$ cat src/rtl/present_mask_pkg.sv
// Shared constants and types for the masked PRESENT S-box layer controller.
package present_mask_pkg;
    localparam int NNIB    = 16;
    localparam int NIB_W   = 4;
    localparam int NSHARE  = 3;
    localparam int STATE_W = NNIB * NIB_W;
    localparam int IDX_W   = $clog2(NNIB);
    localparam int NIB_SH  = $clog2(NIB_W);

    typedef enum logic [1:0] {
        IDLE,
        FEED,
        DRAIN,
        DONE
    } layer_state_t;

    typedef logic [NIB_W-1:0]  nib_t;
    typedef nib_t [NSHARE-1:0] nib3_t;
endpackage

$ cat src/rtl/nib_share_buf.sv
// Three 64-bit share registers with a nibble read mux and a nibble write-back port.
// o_nxt_sh* expose the contents including this cycle's pending write.
module nib_share_buf
    import present_mask_pkg::*;
(
    input  logic               clk,
    input  logic               rst_n,
    input  logic               i_load,
    input  logic [STATE_W-1:0] i_sh0,
    input  logic [STATE_W-1:0] i_sh1,
    input  logic [STATE_W-1:0] i_sh2,
    input  logic [IDX_W-1:0]   i_rd_idx,
    output nib3_t              o_rd_nib,
    input  logic               i_wr_en,
    input  logic [IDX_W-1:0]   i_wr_idx,
    input  nib3_t              i_wr_nib,
    output logic [STATE_W-1:0] o_nxt_sh0,
    output logic [STATE_W-1:0] o_nxt_sh1,
    output logic [STATE_W-1:0] o_nxt_sh2
);
    logic [STATE_W-1:0]      r_sh  [NSHARE];
    logic [STATE_W-1:0]      w_nxt [NSHARE];
    logic [IDX_W+NIB_SH-1:0] w_rd_bit;
    logic [IDX_W+NIB_SH-1:0] w_wr_bit;

    assign w_rd_bit = {i_rd_idx, {NIB_SH{1'b0}}};
    assign w_wr_bit = {i_wr_idx, {NIB_SH{1'b0}}};

    always_comb begin
        for (int k = 0; k < NSHARE; k++) begin
            w_nxt[k] = r_sh[k];
            if (i_wr_en) begin
                w_nxt[k][w_wr_bit +: NIB_W] = i_wr_nib[k];
            end
            o_rd_nib[k] = r_sh[k][w_rd_bit +: NIB_W];
        end
    end

    always_ff @(posedge clk) begin
        if (!rst_n) begin
            for (int k = 0; k < NSHARE; k++) r_sh[k] <= '0;
        end else if (i_load) begin
            r_sh[0] <= i_sh0;
            r_sh[1] <= i_sh1;
            r_sh[2] <= i_sh2;
        end else begin
            for (int k = 0; k < NSHARE; k++) r_sh[k] <= w_nxt[k];
        end
    end

    assign o_nxt_sh0 = w_nxt[0];
    assign o_nxt_sh1 = w_nxt[1];
    assign o_nxt_sh2 = w_nxt[2];
endmodule

$ cat src/rtl/present_sbox_layer_ctrl.sv
// Streams the 16 masked nibbles of a PRESENT state through the shared 3-share S-box and writes results back in place.
// Define RND_STALL_EN to let rnd_vld stall the S-box; otherwise it advances on every FEED/DRAIN cycle.
module present_sbox_layer_ctrl
    import present_mask_pkg::*;
#(
    parameter int LAT = 4
)(
    input  logic               clk,
    input  logic               rst_n,
    input  logic               start,
    input  logic [STATE_W-1:0] st_sh0_i,
    input  logic [STATE_W-1:0] st_sh1_i,
    input  logic [STATE_W-1:0] st_sh2_i,
    input  logic               rnd_vld,
    output logic               sbox_en,
    output logic [NIB_W-1:0]   sbox_x0,
    output logic [NIB_W-1:0]   sbox_x1,
    output logic [NIB_W-1:0]   sbox_x2,
    input  logic [NIB_W-1:0]   sbox_y0,
    input  logic [NIB_W-1:0]   sbox_y1,
    input  logic [NIB_W-1:0]   sbox_y2,
    output logic               busy,
    output logic               done,
    output logic [STATE_W-1:0] st_sh0_o,
    output logic [STATE_W-1:0] st_sh1_o,
    output logic [STATE_W-1:0] st_sh2_o
);
    if (LAT < 1 || LAT > 8) begin : g_lat_check
        $error("present_sbox_layer_ctrl: LAT must be in 1..8");
    end
    if (NNIB != 16) begin : g_nnib_check
        $error("present_sbox_layer_ctrl: NNIB must be 16");
    end

    layer_state_t       r_state, w_next_state;
    logic [IDX_W-1:0]   r_feed_cnt, r_cap_cnt;
    logic [LAT-1:0]     r_vpipe;
    logic [STATE_W-1:0] r_out0, r_out1, r_out2;
    logic [STATE_W-1:0] w_nxt0, w_nxt1, w_nxt2;
    nib3_t              w_rd_nib, w_wr_nib;
    logic               w_rnd_ok, w_active, w_en, w_load;
    logic               w_feed_step, w_last_feed, w_capture, w_last_cap;

`ifdef RND_STALL_EN
    assign w_rnd_ok = rnd_vld;
`else
    logic w_unused_rnd;
    assign w_unused_rnd = rnd_vld;
    assign w_rnd_ok     = 1'b1;
`endif

    // The valid pipe and S-box share one enable, so randomness is never spent without tracking it.
    assign w_active    = (r_state == FEED) || (r_state == DRAIN);
    assign w_en        = w_active && w_rnd_ok;
    assign w_load      = (r_state == IDLE) && start;
    assign w_feed_step = (r_state == FEED) && w_en;
    assign w_last_feed = w_feed_step && (r_feed_cnt == IDX_W'(NNIB - 1));
    assign w_capture   = w_en && r_vpipe[LAT-1];
    assign w_last_cap  = w_capture && (r_cap_cnt == IDX_W'(NNIB - 1));
    assign w_wr_nib    = {sbox_y2, sbox_y1, sbox_y0};

    nib_share_buf u_buf (
        .clk       (clk),
        .rst_n     (rst_n),
        .i_load    (w_load),
        .i_sh0     (st_sh0_i),
        .i_sh1     (st_sh1_i),
        .i_sh2     (st_sh2_i),
        .i_rd_idx  (r_feed_cnt),
        .o_rd_nib  (w_rd_nib),
        .i_wr_en   (w_capture),
        .i_wr_idx  (r_cap_cnt),
        .i_wr_nib  (w_wr_nib),
        .o_nxt_sh0 (w_nxt0),
        .o_nxt_sh1 (w_nxt1),
        .o_nxt_sh2 (w_nxt2)
    );

    always_ff @(posedge clk) begin
        if (!rst_n) r_state <= IDLE;
        else        r_state <= w_next_state;
    end

    always_comb begin
        w_next_state = r_state;
        case (r_state)
            IDLE:    if (w_load)      w_next_state = FEED;
            FEED:    if (w_last_feed) w_next_state = DRAIN;
            DRAIN:   if (w_last_cap)  w_next_state = DONE;
            DONE:                     w_next_state = IDLE;
            default:                  w_next_state = IDLE;
        endcase
    end

    always_comb begin
        busy    = 1'b0;
        done    = 1'b0;
        sbox_en = 1'b0;
        sbox_x0 = '0;
        sbox_x1 = '0;
        sbox_x2 = '0;
        case (r_state)
            FEED: begin
                busy    = 1'b1;
                sbox_en = w_en;
                sbox_x0 = w_rd_nib[0];
                sbox_x1 = w_rd_nib[1];
                sbox_x2 = w_rd_nib[2];
            end
            DRAIN: begin
                busy    = 1'b1;
                sbox_en = w_en;
            end
            DONE:    done = 1'b1;
            default: ;
        endcase
    end

    always_ff @(posedge clk) begin
        if (!rst_n || w_load) begin
            r_feed_cnt <= '0;
            r_cap_cnt  <= '0;
            r_vpipe    <= '0;
        end else begin
            if (w_feed_step) r_feed_cnt <= r_feed_cnt + IDX_W'(1);
            if (w_capture)   r_cap_cnt  <= r_cap_cnt + IDX_W'(1);
            if (w_en)        r_vpipe    <= (r_vpipe << 1) | LAT'(r_state == FEED);
        end
    end

    // The final capture lands in DONE's cycle by latching the merged buffer contents.
    always_ff @(posedge clk) begin
        if (!rst_n) begin
            r_out0 <= '0;
            r_out1 <= '0;
            r_out2 <= '0;
        end else if (w_last_cap) begin
            r_out0 <= w_nxt0;
            r_out1 <= w_nxt1;
            r_out2 <= w_nxt2;
        end
    end

    assign st_sh0_o = r_out0;
    assign st_sh1_o = r_out1;
    assign st_sh2_o = r_out2;
endmodule

$ cat config.mk
export PLATFORM = sky130hd
export DESIGN_NAME = present_sbox_layer_ctrl
export DESIGN_NICKNAME = d
export VERILOG_FILES = /design/src/rtl/present_mask_pkg.sv /design/src/rtl/nib_share_buf.sv /design/src/rtl/present_sbox_layer_ctrl.sv
export SDC_FILE = /design/constraint.sdc
export NUM_CORES = 1
export LEC_CHECK = 0
export ABC_AREA = 1
export ABC_CLOCK_PERIOD_IN_PS = 4500
export BUFFER_PORTS_ARGS = -buffer_cell sky130_fd_sc_hd__buf_2
export CAP_MARGIN = 30
export CORE_UTILIZATION = 60
export DETAILED_ROUTE_END_ITERATION = 6
export PLACE_DENSITY = 0.85
export SYNTH_ARGS = -nofsm -noshare
export SYNTH_HDL_FRONTEND = slang
export SYNTH_SLANG_ARGS = --single-unit
$ cat constraint.sdc
create_clock -name clk -period 4.5 [get_ports clk]
set_input_delay 0.45 -clock clk [delete_from_list [all_inputs] [get_ports clk]]
set_output_delay 0.45 -clock clk [all_outputs]
set_load 0.1 [all_outputs]
==> results of run 1 <==
[per-stage QoR]
stage          std cells  area [um^2]  hold slack [ns]  setup WS, ns    util
2_1_floorplan       3507        22850           0.4364         1.232       -
3_3_place_gp        4195        24900           0.4524         1.113  0.6932
3_5_place_dp        4195        24900           0.4531         1.065  0.6932
4_1_cts             4273        26390           0.1318        0.8393  0.7348
5_1_grt             4275        26400           0.1450        0.5992  0.7350
6_report            4276        26400           0.1440        0.7508  0.7351
[sequential cells by signal, summed over array words and instances, names as in the netlist]
signal / cells
r_state: 2
r_vpipe: 4
st_sh2_o: 64
r_cap_cnt: 4
r_feed_cnt: 4
st_sh0_o: 64
u_buf.r_sh: 192
st_sh1_o: 64
[cell type report]
class	instances	area, um^2	area share
sequential	398	9892	0.3747
antenna	3	7.507	0.0002844
clock inverter	20	216.5	0.008199
multi-input combinational	2555	10770	0.4080
tap	461	576.8	0.02185
timing repair buffer	450	2407	0.09119
inverter	331	1251	0.04740
clock buffer	58	1277	0.04839
[worst paths after layout]
check                                               endpoint  slack (ns)  cells past startpoint
worst max-delay path                              sbox_x1[0]        0.75                     10
worst min-delay path             u_buf.r_sh[0][14]$_DFFE_PP_        0.14                      3
worst max register to register  u_buf.r_sh[0][165]$_DFFE_PP_        0.94                     10
worst min register to register       r_vpipe[2]$_SDFFE_PN0N_        0.46                      2
[report_power, final]
group,switching (uW),internal [uW]
clock network,1500,2270
logic,1780,587
registers,161,4180
[cell families after synthesis]
group,Yosys count,synth area share
adder cells (fa/ha/maj),10,0.005653
AND/OR/NAND/NOR,2059,0.3766
AO/OA/AOI/OAI,294,0.07077
other,1,0.0001694
flip-flops,398,0.4468
buffers and inverters,554,0.1000
[critical path: cells and delay by family (launching register included)]
kind            cells  cell delay [ns]
compound gates      3             0.61
buf+inv             4             1.04
simple gates        3             0.34
flops               1             0.69
[cells in the final DEF (no fill, tap or decap), types with 32 or more instances in the layout]
| master | n |
|---|---|
| nand2_1 | 1246 |
| nor2_1 | 437 |
| buf_2 | 413 |
| inv_1 | 322 |
| nand3_1 | 310 |
| dfxtp_1 | 204 |
| edfxtp_1 | 192 |
| conb_1 | 192 |
| o21ai_0 | 138 |
| a21oi_1 | 99 |
| clkbuf_16 | 47 |
| nand4_1 | 41 |
| o211ai_1 | 34 |
| buf_4 | 32 |
[routing by layer]
layer	vias up	part of all wire	GRT usage
li1	11150	-	-
met1	10540	0.38	0.5542
met2	1659	0.44	0.6428
met3	231	0.13	0.09236
met4	4	0.051	0.2108
met5	-	0.00033	0
==> qor_table.md, run 1 <==
| Group | Result | Value |
|---|---|---|
| timing | Slew Limit Headroom | 0.2625 |
| logic synthesis | Post-synth ARST share | 0 |
| detailed routing | Pre-antenna DRT Iters | 7 |
| floorplan | Core ar. | 35910 um^2 |
| floorplan | Cell Rows | 69 |
| worst setup path | Setup CP Type | flip-flop to primary output |
| detailed routing | Vias | 23.59k |
| timing | Period utilisation layout | 0.8332 |
| detailed routing | Remaining DRCs | 36 |
| hold path | Worst min path class | input port to flip-flop |
| cts | Worst-skew pair later-pin latency | 0.59 ns |
| placement | Routability-driven placement congestion ratio | 1.036 |
| floorplan | Number of I/O pins | 415 |
| flow run | # Max-Cap Violations | 0 |
| logic synthesis | Post-synth design cell area | 22130 um^2 |
| logic synthesis | Most area-consuming cells after synthesis | edfxtp_1, nand2_1, dfxtp_1 |
| logic synthesis | Syn Area/Cell | 6.675 um^2 |
| floorplan | Die footprint | 37660 um^2 |
| floorplan | Die X | 194.1 um |
| worst setup path | Highest net fanout along the worst path | 28 |
| logic synthesis | Number of distinct library cells after synthesis | 32 |
| placement | Count of input and output buffers | 413 |
| global route | Remaining global-route overflow | 0 |
| worst setup path | Worst setup EP type | primary output |
| timing | Final setup violation count | 0 |
| logic synthesis | Main flop type after synthesis | dfxtp_1 |
| timing | Unrepaired setup endpoints after global routing | no |
| logic synthesis | Yosys warning total | 0 |
| floorplan | Chip height | 194.1 um |
| cts | Clock buffer count from CTS | 42 |
| global route | Antenna violations before repair | 5 |
| timing | Clock skew | 0.02205 ns |
| detailed routing | Ratio of routed vias to standard cells | 5.516 |
| detailed routing | Final routed wire length divided by cell count | 18.86 um |
| worst setup path | Timing startpoint of the critical path | r_feed_cnt[1]$_SDFFE_PN0P_ |
| logic synthesis | Post-synthesis register bit count | 398 |
| detailed routing | Antenna viol nets, final | 0 |
| global route | Vias in the first global route | 21.21k |
| detailed routing | DRC violation total after the first TritonRoute iteration | 3269 |
| cts | Cell chosen for the clock root | clkbuf_16 |
| worst setup path | Slowest stage cell on the critical path | dfxtp_2 |
| power | Pleak | 0.01429 uW |
| worst setup path | Crit path largest cell delay | 0.69 ns |
| power | Worst supply voltage drop on vdd | 0.3175 mV |
| cells and area | Final Net Count | 3996 |
| cts | CTS tree | done |
| timing | Hold violation total from the final report | 0 |
| worst setup path | Startpoint types | flip-flop |
| worst setup path | Critical R2R Launch | r_cap_cnt[1]$_SDFFE_PN0P_ |
| cells and area | Area growth syn-to-layout | 19.27% |
| cts | Gates resized, CTS repair | 0 |
| global route | Largest net degree at the start of global routing | 181 |
| logic synthesis | Post-synth EDFFs | 192 |
| timing | Tmin final | 3.749 ns |
| logic synthesis | Most frequently used cell type in the post-synthesis netlist | nand2_1 |
| cts | Sinks on the clock net | 398 |
| cts | Clock transition time at the flip-flop clock pins of the worst setup and hold paths | 0.06 ns |
| global route | GRT Util Overall | 0.4176 |
| cts | CTS Buffer Depth | 3 |
| hold path | Worst min-delay path startpoint | st_sh0_i[14] |
| timing | Post-route setup TNS | 0 ns |
| power | Design Power | 10480 uW |
| cts | Post-CTS setup buffer count | 0 |
| power | Total power divided by cell area | 396.8 nW/um^2 |
| run status | Outcome | complete, but fails checks |
| detailed routing | Total Routed Length | 80.63 mm |
| cells and area | Proportion of layout cells with a drive suffix above 1 | 0.1440 |
| global route | First-pass GRT wire length | 120.0 mm |
| logic synthesis | Sequential fraction of the synthesis area | 0.4468 |
| logic synthesis | Cell count after synthesis | 3316 |
| logic synthesis | Fraction of post-synthesis cell area in the top cell type by area | 0.2605 |
| cts | Hold-fix buffer count after cts | 0 |
| placement | Detailed placement HPWL | 56.00 mm |
| cells and area | Filler Cells Inserted | 3060 |
| timing | Peak clock frequency supported by timing | 0.2667 GHz |
| logic synthesis | Commonest cells in the netlist | nand2_1, nor2_1, inv_1 |
| logic synthesis | Library cell occupying the most area in the post-synthesis netlist | edfxtp_1 |
| worst setup path | Critical path required time | 4.05 ns |
| timing | Worst Max-Slew Pin Slew | 1.106 ns |
| worst setup path | WP data arrival | 3.30 ns |
| worst setup path | Critical path cell sequence | clkinv_1 > buf_4 > a21oi_1 > o21ai_0 > nand2_1 > nand2_1 > nand2_1 > inv_1 > a21oi_1 > buf_2 |
| floorplan | Initial cell density of the core | 0.6163 |
| run status | Violations in the final reports | DRC |
| worst setup path | CP dominant cell by count | nand2_1 |
| timing | Max-slew violation count | 0 |
| cts | Clock H-tree levels | 2 |
(Power assumes the default switching activity.)
==> run 2: changes to the inputs <==
--- a/config.mk
+++ b/config.mk
@@ -6,12 +6,12 @@
 export NUM_CORES = 1
 export LEC_CHECK = 0
 export ABC_AREA = 1
-export ABC_CLOCK_PERIOD_IN_PS = 4500
+export ABC_CLOCK_PERIOD_IN_PS = 3800
 export BUFFER_PORTS_ARGS = -buffer_cell sky130_fd_sc_hd__buf_2
 export CAP_MARGIN = 30
-export CORE_UTILIZATION = 60
+export CORE_UTILIZATION = 57
 export DETAILED_ROUTE_END_ITERATION = 6
-export PLACE_DENSITY = 0.85
+export PLACE_DENSITY = 0.82
 export SYNTH_ARGS = -nofsm -noshare
 export SYNTH_HDL_FRONTEND = slang
 export SYNTH_SLANG_ARGS = --single-unit
==> constraint.sdc (replaced) <==
create_clock -name clk -period 3.8 [get_ports clk]
set_input_delay 0.38 -clock clk [delete_from_list [all_inputs] [get_ports clk]]
set_output_delay 0.38 -clock clk [all_outputs]
set_load 0.1 [all_outputs]
==> run 2 against run 1 <==
The run still ends with DRC left. Clock power is 14% higher. Cell count up 1.4%. Flip-flop and latch count is the same. Sequential share of layout area down 0.41 points. Global-route usage is 1.4 points lower. Via count is 0.27% lower. Critical endpoint unchanged.
==> qor_table.md, run 2 (synthesis results as in run 1) <==
| Group | Result | Value | Delta |
|---|---|---|---|
| cts | Post-CTS setup buffer count | 0 | unchanged |
| cts | Clock H-tree levels | 2 | unchanged |
| run status | Violations in the final reports | DRC |  |
| detailed routing | Final routed wire length divided by cell count | 18.72 um | -0.74% |
| floorplan | Die X | 199.1 um | +2.6% |
| power | Pleak | 0.01434 uW | +0.36% |
| cts | Clock transition time at the flip-flop clock pins of the worst setup and hold paths | 0.07 ns | about the same |
| timing | Peak clock frequency supported by timing | 0.2791 GHz |  |
| floorplan | Chip height | 199.1 um | +2.6% |
| cells and area | Most flop-heavy register | u_buf.r_sh |  |
| placement | Detailed placement HPWL | 57.19 mm | +2.1% |
| power | Worst supply voltage drop on vdd | 0.3332 mV | +4.9% |
| timing | Period utilisation layout | 0.9429 |  |
| detailed routing | Remaining DRCs | 2 | -94% |
| cells and area | Max reg flops | 192 | unchanged |
| cts | Cell chosen for the clock root | clkbuf_16 |  |
| floorplan | Die footprint | 39620 um^2 | +5.2% |
| global route | GRT Util Overall | 0.4034 | -0.01421 |
| timing | Clock skew | 0.01750 ns | -0.004548 ns |
| detailed routing | Ratio of routed vias to standard cells | 5.426 | -1.6% |
| timing | Post-route setup TNS | 0 ns | unchanged |
| cells and area | Post-Layout Cell Count | 4335 | +1.4% |
| worst setup path | Worst setup EP type | primary output |  |
| detailed routing | Pre-antenna DRT Iters | 7 | unchanged |
| placement | Number of instances in the placed design | 4255 | +1.4% |
| cells and area | Most frequent cells in the layout | nand2_1, nor2_1, buf_2, inv_1, nand3_1 |  |
| detailed routing | Total Routed Length | 81.13 mm | +0.63% |
| timing | Worst Max-Slew Pin Slew | 1.035 ns | -0.07087 ns |
| run status | Outcome | complete, but fails checks |  |
| placement | Routability-driven placement congestion ratio | 1.013 | -2.2% |
| cts | CTS Buffer Depth | 3 | unchanged |
| cts | Gates resized, CTS repair | 0 | unchanged |
| worst setup path | Highest net fanout along the worst path | 72 | +160% |
| timing | Final setup violation count | 0 | unchanged |
| placement | Count of input and output buffers | 413 | unchanged |
| floorplan | Initial cell density of the core | 0.5835 | -0.03279 |
| flow run | # Max-Cap Violations | 0 | unchanged |
| worst setup path | Startpoint types | flip-flop |  |
| floorplan | Core ar. | 37930 um^2 | +5.6% |
| global route | Antenna violations before repair | 2 | -3 |
| cells and area | Commonest non-fill, non-tap cell in the layout | nand2_1 |  |
| cts | Clock buffer count from CTS | 43 | +2.4% |
| timing | Slew Limit Headroom | 0.3097 | +0.04725 |
| power | Total power divided by cell area | 464.9 nW/um^2 | +17% |
| detailed routing | DRC violation total after the first TritonRoute iteration | 2902 | -11% |
| cells and area | Proportion of layout cells with a drive suffix above 1 | 0.1462 | +0.002201 |
| worst setup path | WP data arrival | 3.20 ns | -0.10 ns |
| cells and area | Final Net Count | 4007 | +0.28% |
| cells and area | Area growth syn-to-layout | 20.58% |  |
| global route | Vias in the first global route | 21.23k | +0.090% |
| worst setup path | Setup CP Type | flip-flop to primary output |  |
| cts | CTS tree | done |  |
| cts | Worst-skew pair later-pin latency | 0.58 ns | about the same |
| timing | Max-slew violation count | 0 | unchanged |
| timing | Unrepaired setup endpoints after global routing | no |  |
| detailed routing | Vias | 23.52k | -0.27% |
| worst setup path | Critical path required time | 3.42 ns | -0.63 ns |
| timing | Tmin final | 3.583 ns |  |
| hold path | Worst min path class | input port to flip-flop |  |
| floorplan | Cell Rows | 71 | +2.9% |
| global route | Remaining global-route overflow | 0 | unchanged |
| floorplan | Number of I/O pins | 415 | unchanged |
| detailed routing | Antenna viol nets, final | 0 | unchanged |
| global route | First-pass GRT wire length | 119.6 mm | -0.33% |
| cts | Hold-fix buffer count after cts | 0 | unchanged |
| global route | Largest net degree at the start of global routing | 181 | unchanged |
| timing | Hold violation total from the final report | 0 | unchanged |
| cts | Sinks on the clock net | 398 | unchanged |
[run 2: cell count changes in the layout (fill, tap and decap cells not counted), moves of 2 or more]
cell / previous run / this run
clkbuf_8: 6 / 9
buf_4: 32 / 39
bufinv_16: 5 / 2
clkinvlp_4: 0 / 2
buf_12: 5 / 20
clkbuf_1: 5 / 8
clkinv_1: 8 / 6
diode_2: 3 / 1
buf_2: 413 / 401
[run 2: where the power goes]
group          switching (uW)  internal, uW
combinational            2120           828
sequential                196          4950
clock                    1800          2510
total                    4120          8290
[run 2: cell type report]
| type | instances | area (um^2) |
|---|---|---|
| Antenna cell | 1 | 2.502 |
| Clock buffer | 63 | 1305 |
| Clock inverter | 16 | 128.9 |
| Fill cell | 3390 | 11240 |
| Inverter | 331 | 1251 |
| Multi-Input combinational cell | 2555 | 10770 |
| Sequential cell | 398 | 9892 |
| Tap cell | 511 | 639.4 |
| Timing Repair Buffer | 460 | 2700 |
[run 2: critical path, stage by stage, from the launching register on]
cell and delay [ns]:
dfxtp_2 0.34, buf_4 0.71, nor2_1 0.11, nor2_1 0.32, o21ai_0 0.17, nand3_1 0.12, nand3_1 0.09, a21oi_1 0.46
buf_12 0.24
[run 2: final timing paths]
path | slack, ns | cells after the start | end | startpoint
worst max-delay path | 0.22 | 8 | sbox_x1[0] | r_feed_cnt[0]$_SDFFE_PN0P_
worst min-delay path | 0.06 | 3 | u_buf.r_sh[0][128]$_DFFE_PP_ | st_sh2_i[0]
worst max register to register | 0.47 | 9 | u_buf.r_sh[0][175]$_DFFE_PP_ | r_cap_cnt[1]$_SDFFE_PN0P_
worst min register to register | 0.47 | 2 | r_vpipe[0]$_SDFFE_PN0N_ | r_vpipe[0]$_SDFFE_PN0N_
[run 2: metal layers]
| layer | wire (um) | vias up | share of wire | global-route usage |
|---|---|---|---|---|
| met1 | 30990 | 10580 | 0.38 | 0.5389 |
| met4 | 4338 | 2 | 0.053 | 0.2177 |
| li1 | - | 11190 | - | - |
| met2 | 35710 | 1505 | 0.44 | 0.6122 |
| met3 | 10080 | 240 | 0.12 | 0.08388 |
| met5 | 13 | - | 0.00016 | 0.008940 |
[run 2: per-stage QoR]
step | setup WS, ns | total power (uW) | utilization | hold WS [ns] | area (um^2)
2_1_floorplan | 0.6018 | 7104 | - | 0.4364 | 22850
3_3_place_gp | 0.6515 | 8035 | 0.6657 | 0.4533 | 25250
3_5_place_dp | 0.6702 | 8087 | 0.6657 | 0.4599 | 25250
4_1_cts | 0.3523 | 12340 | 0.7035 | 0.05494 | 26690
5_1_grt | 0.1809 | 12850 | 0.7036 | 0.07757 | 26690
6_report | 0.2171 | 12410 | 0.7036 | 0.06494 | 26690
